==> config.mk <==
export PLATFORM = sky130hd
export DESIGN_NAME = bus_dma_master
export DESIGN_NICKNAME = d
export VERILOG_FILES = /design/src/rtl/bus_dma_master.sv
export SDC_FILE = /design/constraint.sdc
export NUM_CORES = 1
export LEC_CHECK = 0
export ABC_AREA = 1
export ABC_CLOCK_PERIOD_IN_PS = 3500
export CORE_ASPECT_RATIO = 1.75
export CORE_MARGIN = 5
export CORE_UTILIZATION = 52
export CTS_CLUSTER_DIAMETER = 200
export DETAILED_ROUTE_END_ITERATION = 8
export PLACE_DENSITY = 0.83
export SETUP_SLACK_MARGIN = 0.05
export SLEW_MARGIN = 40
export SYNTH_ARGS = -nofsm -noshare
export SYNTH_HDL_FRONTEND = slang
export SYNTH_SLANG_ARGS = --single-unit
==> constraint.sdc <==
create_clock -name clk -period 3.5 [get_ports clk]
set_input_delay 1.05 -clock clk [delete_from_list [all_inputs] [get_ports clk]]
set_output_delay 1.05 -clock clk [all_outputs]
set_load 0.02 [all_outputs]
==> src/rtl/bus_dma_master.sv <==
// Single-channel bus copy engine: reads a word from the source range,
// writes it to the destination range, and repeats for the requested length.
module bus_dma_master #(
  parameter int AW = 8,
  parameter int DW = 32
) (
  input  logic          clk,
  input  logic          reset_n,
  input  logic          start,
  input  logic [AW-1:0] src_addr,
  input  logic [AW-1:0] dst_addr,
  input  logic [7:0]    length,
  output logic          busy,
  output logic          done,
  output logic          m_req,
  input  logic          m_grant,
  output logic          m_wr,
  output logic [AW-1:0] m_address,
  output logic [DW-1:0] m_dout,
  input  logic [DW-1:0] m_din
);

  typedef enum logic [2:0] {
    S_IDLE,
    S_REQ,
    S_RD,
    S_RDW,
    S_WR,
    S_DONE
  } state_t;

  state_t        r_state;
  logic [AW-1:0] r_src;
  logic [AW-1:0] r_dst;
  logic [7:0]    r_cnt;
  logic [DW-1:0] r_data;
  logic          r_busy;
  logic          r_done;
  logic          r_req;
  logic          r_wr;
  logic [AW-1:0] r_addr;

  logic [AW-1:0] w_src_nx;
  logic [AW-1:0] w_dst_nx;
  logic          w_last;

  // Pointers wrap naturally at the address width.
  assign w_src_nx = r_src + 1'b1;
  assign w_dst_nx = r_dst + 1'b1;
  assign w_last   = (r_cnt == 8'd1);

  assign busy      = r_busy;
  assign done      = r_done;
  assign m_req     = r_req;
  assign m_wr      = r_wr;
  assign m_address = r_addr;
  assign m_dout    = r_data;

  // Transfer FSM; bus outputs are registered alongside the state.
  always_ff @(posedge clk or negedge reset_n) begin
    if (!reset_n) begin
      r_state <= S_IDLE;
      r_src   <= '0;
      r_dst   <= '0;
      r_cnt   <= '0;
      r_data  <= '0;
      r_busy  <= 1'b0;
      r_done  <= 1'b0;
      r_req   <= 1'b0;
      r_wr    <= 1'b0;
      r_addr  <= '0;
    end else begin
      r_done <= 1'b0;
      unique case (r_state)
        S_IDLE: begin
          if (start) begin
            r_src <= src_addr;
            r_dst <= dst_addr;
            r_cnt <= length;
            if (length == 8'd0) begin
              r_state <= S_DONE;
              r_done  <= 1'b1;
            end else begin
              r_state <= S_REQ;
              r_busy  <= 1'b1;
              r_req   <= 1'b1;
            end
          end
        end
        S_REQ: begin
          if (m_grant) begin
            r_state <= S_RD;
            r_wr    <= 1'b0;
            r_addr  <= r_src;
          end
        end
        S_RD: begin
          if (m_grant) begin
            r_state <= S_RDW;
          end
        end
        S_RDW: begin
          if (m_grant) begin
            r_state <= S_WR;
            r_data  <= m_din;
            r_wr    <= 1'b1;
            r_addr  <= r_dst;
          end
        end
        S_WR: begin
          if (m_grant) begin
            r_src <= w_src_nx;
            r_dst <= w_dst_nx;
            r_cnt <= r_cnt - 8'd1;
            r_wr  <= 1'b0;
            if (w_last) begin
              r_state <= S_DONE;
              r_done  <= 1'b1;
              r_busy  <= 1'b0;
              r_req   <= 1'b0;
            end else begin
              r_state <= S_RD;
              r_addr  <= w_src_nx;
            end
          end
        end
        S_DONE: begin
          r_state <= S_IDLE;
        end
        default: begin
          r_state <= S_IDLE;
          r_busy  <= 1'b0;
          r_req   <= 1'b0;
          r_wr    <= 1'b0;
        end
      endcase
    end
  end

endmodule

==> out/summary.md, run 1 <==
- 0 — Post-CTS Hold Fix Bufs
- 21.5% — Total Routing Usage GR
- sky130_fd_sc_hd__clkbuf_16 — root buf cell
- 16.5% — relative contribution of the clock network to total power
- 0.64 ns — Critical Path Max Stage Delay
- 0.00713 mm² — area inside the core boundary
- 155 — number of DRC markers in iteration 0
- 72.3% — fraction of the cycle the final worst path needs
- 0 — initial antenna violation count
- 0.33 ns — insertion delay to the later sink of the worst-skew pair
- 6790 µm — placed wire-length estimate after detailed placement
- 15.4 µm — Routed wire per std cell
- r_state[1] — startpoint of the most critical register-to-register path
- 12.4% — layout cells sized above 1
- 32.0% — part of the total power dissipated in sequential elements
- 0.000509 V — worst vdd rail ir drop
- 0 — overflow left after global routing
- 104 — I/O Pins
- 70 — number of storage elements in the synthesis netlist
- complete, no violations — run status
- 0.00373 mm² — area of the mapped netlist
- 0 — Residual DRC
- 420 — count of mapped cells out of synthesis
- 0.636 ns — Post-Place Setup Slack
- 2.85 mW — internal portion of total power
- 0 — Slew Limit Fails
- 1 — Bufs and invs on worst path
- 2.78 ns — worst path arrival time
- 0.00175 mm² — storage element area
- 0.928 — weighted congestion at the end of routability-driven global placement
- 0.00477 mm² — cell area after placement
- r_cnt[6] — Worst R2R End
- 0 — antenna fix cells
- 0 — number of buffers inserted by post-CTS setup repair
- simple AND/OR/NAND/NOR gates — Crit path max-delay family
- no — RSZ-0062 raised after global routing
- 3.75 ns — required time reported for the critical path endpoint
- 34 — crit path max fanout
- 0.00904 mm² — Total Die Area
- 46.9% — share of Yosys cell area claimed by the top area cell type
- 484 — Mapped Nets
- 0 — PostCTS Resize Cnt
- 0 — final antenna-violating net count
- 9430 µm — wire length reported by the detailed router
- 0 — Synthesis Warnings
- sky130_fd_sc_hd__nand2_1, sky130_fd_sc_hd__clkdlybuf4s50_1, sky130_fd_sc_hd__dfrtp_1 — highest-count cells in the layout ignoring fill and taps
- 549 — number of filler cells placed in the layout
- 9 — CTS buffer count
- clkdlybuf4s50_1, nor2_2, nor2_4, o21ai_0, o21ai_1 — critical path cell sequence
- reg2reg — path type of the worst min-delay path
- sky130_fd_sc_hd__nand2_1 — most frequent standard cell in the layout excluding fill and tap cells
- m_wr — launch instance of the worst min-delay path
- 74.0 µm — overall die width
- 0.00503 mm² — Final Cell Area
- sky130_fd_sc_hd__clkdlybuf4s50_1 — CP max stage cell
- 0.00174 mm² — area used by multi-input combinational logic
- 395 MHz — upper clock frequency limit
- 0.699 ns — actual slew at the worst max-slew pin
- 46.9% — fraction of the yosys area taken by sequential cells
- sky130_fd_sc_hd__dfrtp_1 — most area-hungry cell type in the Yosys netlist
- 0 ns — Setup TNS
- 957 mW/mm² — Cell Pwr Density
- 2.53 ns — shortest clock period the worst path allows after layout
- 0.05 ns — clock transition at the register clock pins on the worst setup and hold paths after CTS
- 103 — count of buffers from port buffering
- 32 — distinct cell type count after synthesis
- 3 — total number of H-tree levels
- sky130_fd_sc_hd__dfrtp_1, sky130_fd_sc_hd__nand2_1, sky130_fd_sc_hd__mux2_4 — cell types occupying the most area after synthesis
- 1.17 ns — setup slack of the most critical reg-to-reg path
- 71 — pin count of the biggest net entering global routing
- 0.466 ns — final-layout worst hold slack
- 2 — maximum number of buffers from clock root to sink
- 597 — Placed Cells
- 34.8% — growth of design area from synthesis to finish
- 122 µm — Vert. Die Dim
- 586 — Total Nets Final
- input pin — startpoint type of the worst setup path
- 2 — cell depth of the worst min-delay path
- 70 — number of sinks on the clock net
- 0 — max-cap violations
- 5.29 — via density per instance
- 3315 — number of global-route vias before repair
- 8 — R2R cell count
- 5 — 1st-pass router iterations
- 8.88 µm² — average cell area after synthesis
- 611 — final non-filler cell total
- 3232 — via count
- 2.45 nW — leakage power figure
- 4.81 mW — Total Power
- built — CTS tree
- 40.9% — switching part of the total
- 51.4% — Gate power share
- 53.3% — Slew headroom
- 0 — count of endpoints failing hold in the final timing report
- 70.5% — post-layout utilization of the core
- in2reg — Crit Path Class
- register — capturing element type of the critical path
- 52.3% — starting utilization of the core area
- 41 — row count
- 0 — # setup viols final
- 1.97 mW — switching component of the power
- 0.00476 ns — clock tree skew after final layout
- 0.969 ns — smallest setup slack after layout
- m_wr — hold-critical path endpoint
- 15000 µm — global-route wire length before repair
-- routing by layer --
layer | vias to the layer above | part of all wire, % | GRT usage (%)
met5 | - | 0 | 0
met1 | 1498 | 36 | 22.6
li1 | 1572 | - | -
met4 | 0 | 3.3 | 10.8
met3 | 25 | 6.8 | 4.79
met2 | 137 | 53 | 38.7
-- flip-flops by register name, summed over array words and instances, names as in the netlist --
register and cells:
m_dout 32, m_address 8, r_cnt 8, r_dst 8
r_src 8, r_state 3, done 1, m_req 1
m_wr 1
-- power by group through the flow --
stage	Combinational [mW]	Clock, mW	Sequential [mW]
detailed placement	2.47	0	1.54
global placement	2.40	0	1.52
CTS	2.49	0.809	1.54
finish	2.48	0.796	1.54
floorplan	1.37	0	1.78
global route	2.71	0.840	1.59
-- worst max-delay path by stage --
stage          startpoint        to  slack (ns)  depth (start not counted)
6_report          m_grant  r_dst[3]        0.97                          5
5_1_grt           m_grant  r_dst[3]        0.79                          5
4_1_cts           m_grant  r_dst[3]        0.97                          5
3_5_place_dp      m_grant  r_dst[3]        0.64                          5
3_3_place_gp      m_grant  r_dst[5]        0.72                          6
2_1_floorplan       start  r_dst[5]        1.65                          8
-- final cells by class --
| type | count | area share [%] |
|---|---|---|
| clock buffers | 12 | 4.90 |
| clock inverters | 2 | 0.199 |
| inverters | 36 | 2.71 |
| multi-input cells | 301 | 34.6 |
| flip-flops and latches | 70 | 34.8 |
| well taps | 86 | 2.14 |
| repair buffers | 104 | 20.6 |
-- cell usage after synthesis (all sizes together) --
master and number:
nand2 129, dfrtp 70, nor2 42, nand3 36
inv 35, mux2 32, o21ai 27, buf 12
a31oi 9, a21oi 6, ha 4, nand3b 3
o211ai 3, nand4 2, nor3 2, or2 2
xnor2 2, clkbuf 1, clkinv 1, o22ai 1
xor2 1
-- worst register-to-register path, cell delays in order, from the launching register on --
cell	delay (ns)
sky130_fd_sc_hd__dfrtp_1	0.45
sky130_fd_sc_hd__nor2_4	0.23
sky130_fd_sc_hd__nand2_2	0.32
sky130_fd_sc_hd__inv_2	0.55
sky130_fd_sc_hd__nand2_1	0.18
sky130_fd_sc_hd__nand3_2	0.28
sky130_fd_sc_hd__nor2_1	0.07
sky130_fd_sc_hd__nand2_1	0.06
sky130_fd_sc_hd__o21ai_1	0.06
-- cells by family after synthesis --
kind of cell    synth area share [%]
buf+inv                         6.40
mux                             12.6
xor+xnor                       0.704
fa+ha+maj                       1.34
compound gates                  6.71
simple gates                    25.3
flops                           46.9
No activity file was read; power rests on OpenSTA's default activity.
==> inputs of run 2 (changes only) <==
- ABC_CLOCK_PERIOD_IN_PS: 3500 -> 2200
- CORE_UTILIZATION: 52 -> 44
- PLACE_DENSITY: 0.83 -> 0.74
- clock period: 3.5 -> 2.2 ns (I/O delays scaled with it)
==> run 2 against run 1 <==
Effect of this change: sequential power grew 59%; utilization decreased by 7.5 points; via count up 0.59%.
==> out/summary.md, run 2 (synthesis gave the netlist of run 1 again) <==
- complete, no violations — run status
- 1 — WP depth, -4
- 0.834 — weighted congestion at the end of routability-driven global placement, -10%
- 503 MHz — upper clock frequency limit
- 4.99 — via density per instance, -5.6%
- 0 — max-cap violations, unchanged
- sky130_fd_sc_hd__nand2_1 — most frequent standard cell in the layout excluding fill and tap cells
- 74.7% — Slew headroom, +21 points
- reg2out — Crit Path Class
- 104 — I/O Pins, unchanged
- built — CTS tree
- 50.6% — Gate power share, -0.8 points
- 0.06 ns — clock transition at the register clock pins on the worst setup and hold paths after CTS, about the same
- clkdlybuf4s50_1 — critical path cell sequence
- 0.33 ns — insertion delay to the later sink of the worst-skew pair, about the same
- 0 — count of endpoints failing hold in the final timing report, unchanged
- 1.54 ns — required time reported for the critical path endpoint, -2.21 ns
- 1.33 ns — worst path arrival time, -1.45 ns
- 20.9% — GR Layer Usage met1, -1.8 points
- 1 — Bufs and invs on worst path, unchanged
- 32 — Largest register FFs, unchanged
- 44.9% — starting utilization of the core area, -7.4 points
- 0.00831 mm² — area inside the core boundary, +17%
- 14900 µm — global-route wire length before repair, about the same
- 63.1% — post-layout utilization of the core, -7.5 points
- register — startpoint type of the worst setup path
- r_dst[5] — Worst R2R End
- 4.31% — met3 global-route usage, -0.48 points
- 70 — number of sinks on the clock net, unchanged
- 0 — Slew Limit Fails, unchanged
- 0 ns — Setup TNS, unchanged
- in2async — path type of the worst min-delay path
- 3 — total number of H-tree levels, unchanged
- 90.3% — fraction of the cycle the final worst path needs
- m_address[7] — crit path capture
- r_state[1] — startpoint of the most critical register-to-register path
- 1530 mW/mm² — Cell Pwr Density, +60%
- 7 — R2R cell count, -1
- 18.9% — relative contribution of the clock network to total power, +2.4 points
- 2.53 nW — leakage power figure, +3.5%
- 14.1 µm — Routed wire per std cell, -8.7%
- 0.43 ns — setup slack of the most critical reg-to-reg path, -0.74 ns
- 3251 — via count, +0.59%
- 3275 — number of global-route vias before repair, -1.2%
- 9 — CTS buffer count, unchanged
- 44 — row count, +7.3%
- 18.1% — Total Routing Usage GR, -3.4 points
- 6830 µm — placed wire-length estimate after detailed placement, +0.53%
- 0 — Post-CTS Hold Fix Bufs, unchanged
- 4.85 mW — internal portion of total power, +70%
- 30.6% — part of the total power dissipated in sequential elements, -1.4 points
- 4 — 1st-pass router iterations, -1
- 39.5% — switching part of the total, -1.3 points
- 737 — number of filler cells placed in the layout, +34%
- buffers and inverters — Crit path max-delay family
- 3.17 mW — switching component of the power, +61%
- 0 — antenna fix cells, unchanged
- 9180 µm — wire length reported by the detailed router, -2.7%
- sky130_fd_sc_hd__clkdlybuf4s50_1 — CP max stage cell
- 0 — # setup viols final, unchanged
- 0.64 ns — Critical Path Max Stage Delay, about the same
- sky130_fd_sc_hd__clkbuf_16 — root buf cell
- 1.99 ns — shortest clock period the worst path allows after layout
- m_address[7] — beginning of the critical path
- 0 — initial antenna violation count, unchanged
- 0 — number of buffers inserted by post-CTS setup repair, unchanged
- met2 — highest-utilization routing layer at the global route stage
- 0.00523 ns — clock tree skew after final layout, +0.000472 ns
- 71 — pin count of the biggest net entering global routing, unchanged
- 103 — count of buffers from port buffering, unchanged
- 0.000669 V — worst vdd rail ir drop, +31%
- 2 — maximum number of buffers from clock root to sink, unchanged
- 0 — final antenna-violating net count, unchanged
- sky130_fd_sc_hd__nand2_1, sky130_fd_sc_hd__clkdlybuf4s50_1, sky130_fd_sc_hd__dfrtp_1 — highest-count cells in the layout ignoring fill and taps
- 0 — Residual DRC, unchanged
- 2 — crit path max fanout, -94%
- 40.5% — growth of design area from synthesis to finish
- 595 — Total Nets Final, +1.5%
- no — RSZ-0062 raised after global routing
- 0.0105 mm² — Total Die Area, +16%
- 0 — PostCTS Resize Cnt, unchanged
- output pin — capturing element type of the critical path
- 0 — overflow left after global routing, unchanged
- 0.380 ns — actual slew at the worst max-slew pin, -0.319 ns
- 14.6% — layout cells sized above 1, +2.2 points
- 132 µm — Vert. Die Dim, +8.0%
- 31.8% — met2 Track Usage GR, -6.9 points
- 116 — number of DRC markers in iteration 0, -25%
- 79.6 µm — overall die width, +7.5%
## run 2: cell count changes in the layout (fill, tap and decap cells not counted), sizes merged
cell      previous run  this run
clkinv               3         2
clkinvlp             0         2
buf                  2        11
bufinv               0         1
## run 2: final cells by class
| cell class | count | area, µm² | area share, % |
|---|---|---|---|
| timing repair buffer | 113 | 1150 | 22.0 |
| multi-input combinational | 301 | 1740 | 33.2 |
| tap | 115 | 144 | 2.74 |
| clock buffer | 12 | 267 | 5.08 |
| clock inverter | 4 | 53.8 | 1.03 |
| inverter | 36 | 136 | 2.60 |
| sequential | 70 | 1750 | 33.4 |
## run 2: worst min path at each step
stage	cells after the start	slack, ns	to
3_3_place_gp	2	0.46	m_wr
3_5_place_dp	2	0.47	m_wr
2_1_floorplan	0	0.36	done
6_report	2	0.34	r_dst[4]
5_1_grt	2	0.38	r_src[6]
4_1_cts	2	0.37	r_dst[3]
## run 2: power groups by stage
| stage | Combinational, mW | Clock, mW | Sequential (mW) |
|---|---|---|---|
| CTS | 4.10 | 1.54 | 2.45 |
| global placement | 3.96 | 0 | 2.44 |
| global route | 4.44 | 1.61 | 2.55 |
| detailed placement | 4.07 | 0 | 2.46 |
| finish | 4.05 | 1.51 | 2.45 |
| floorplan | 2.18 | 0 | 2.83 |
## run 2: through the flow
stage | cell area, µm² | hold WS (ns) | setup slack (ns) | std cells | power [mW]
floorplan | 3730 | 0.364 | 0.743 | 420 | 5.01
global placement | 4920 | 0.464 | 0.108 | 635 | 6.40
detailed placement | 4920 | 0.466 | 0.0677 | 635 | 6.53
CTS | 5240 | 0.366 | 0.209 | 651 | 8.08
global route | 5240 | 0.377 | 0.178 | 651 | 8.60
finish | 5240 | 0.340 | 0.213 | 651 | 8.02
## run 2: layer usage
metal  wire length, µm  vias to the layer above
met1              3640                     1522
li1                  -                     1587
met4               156                        0
met5                 0                        -
met3               494                       18
met2              4880                      124
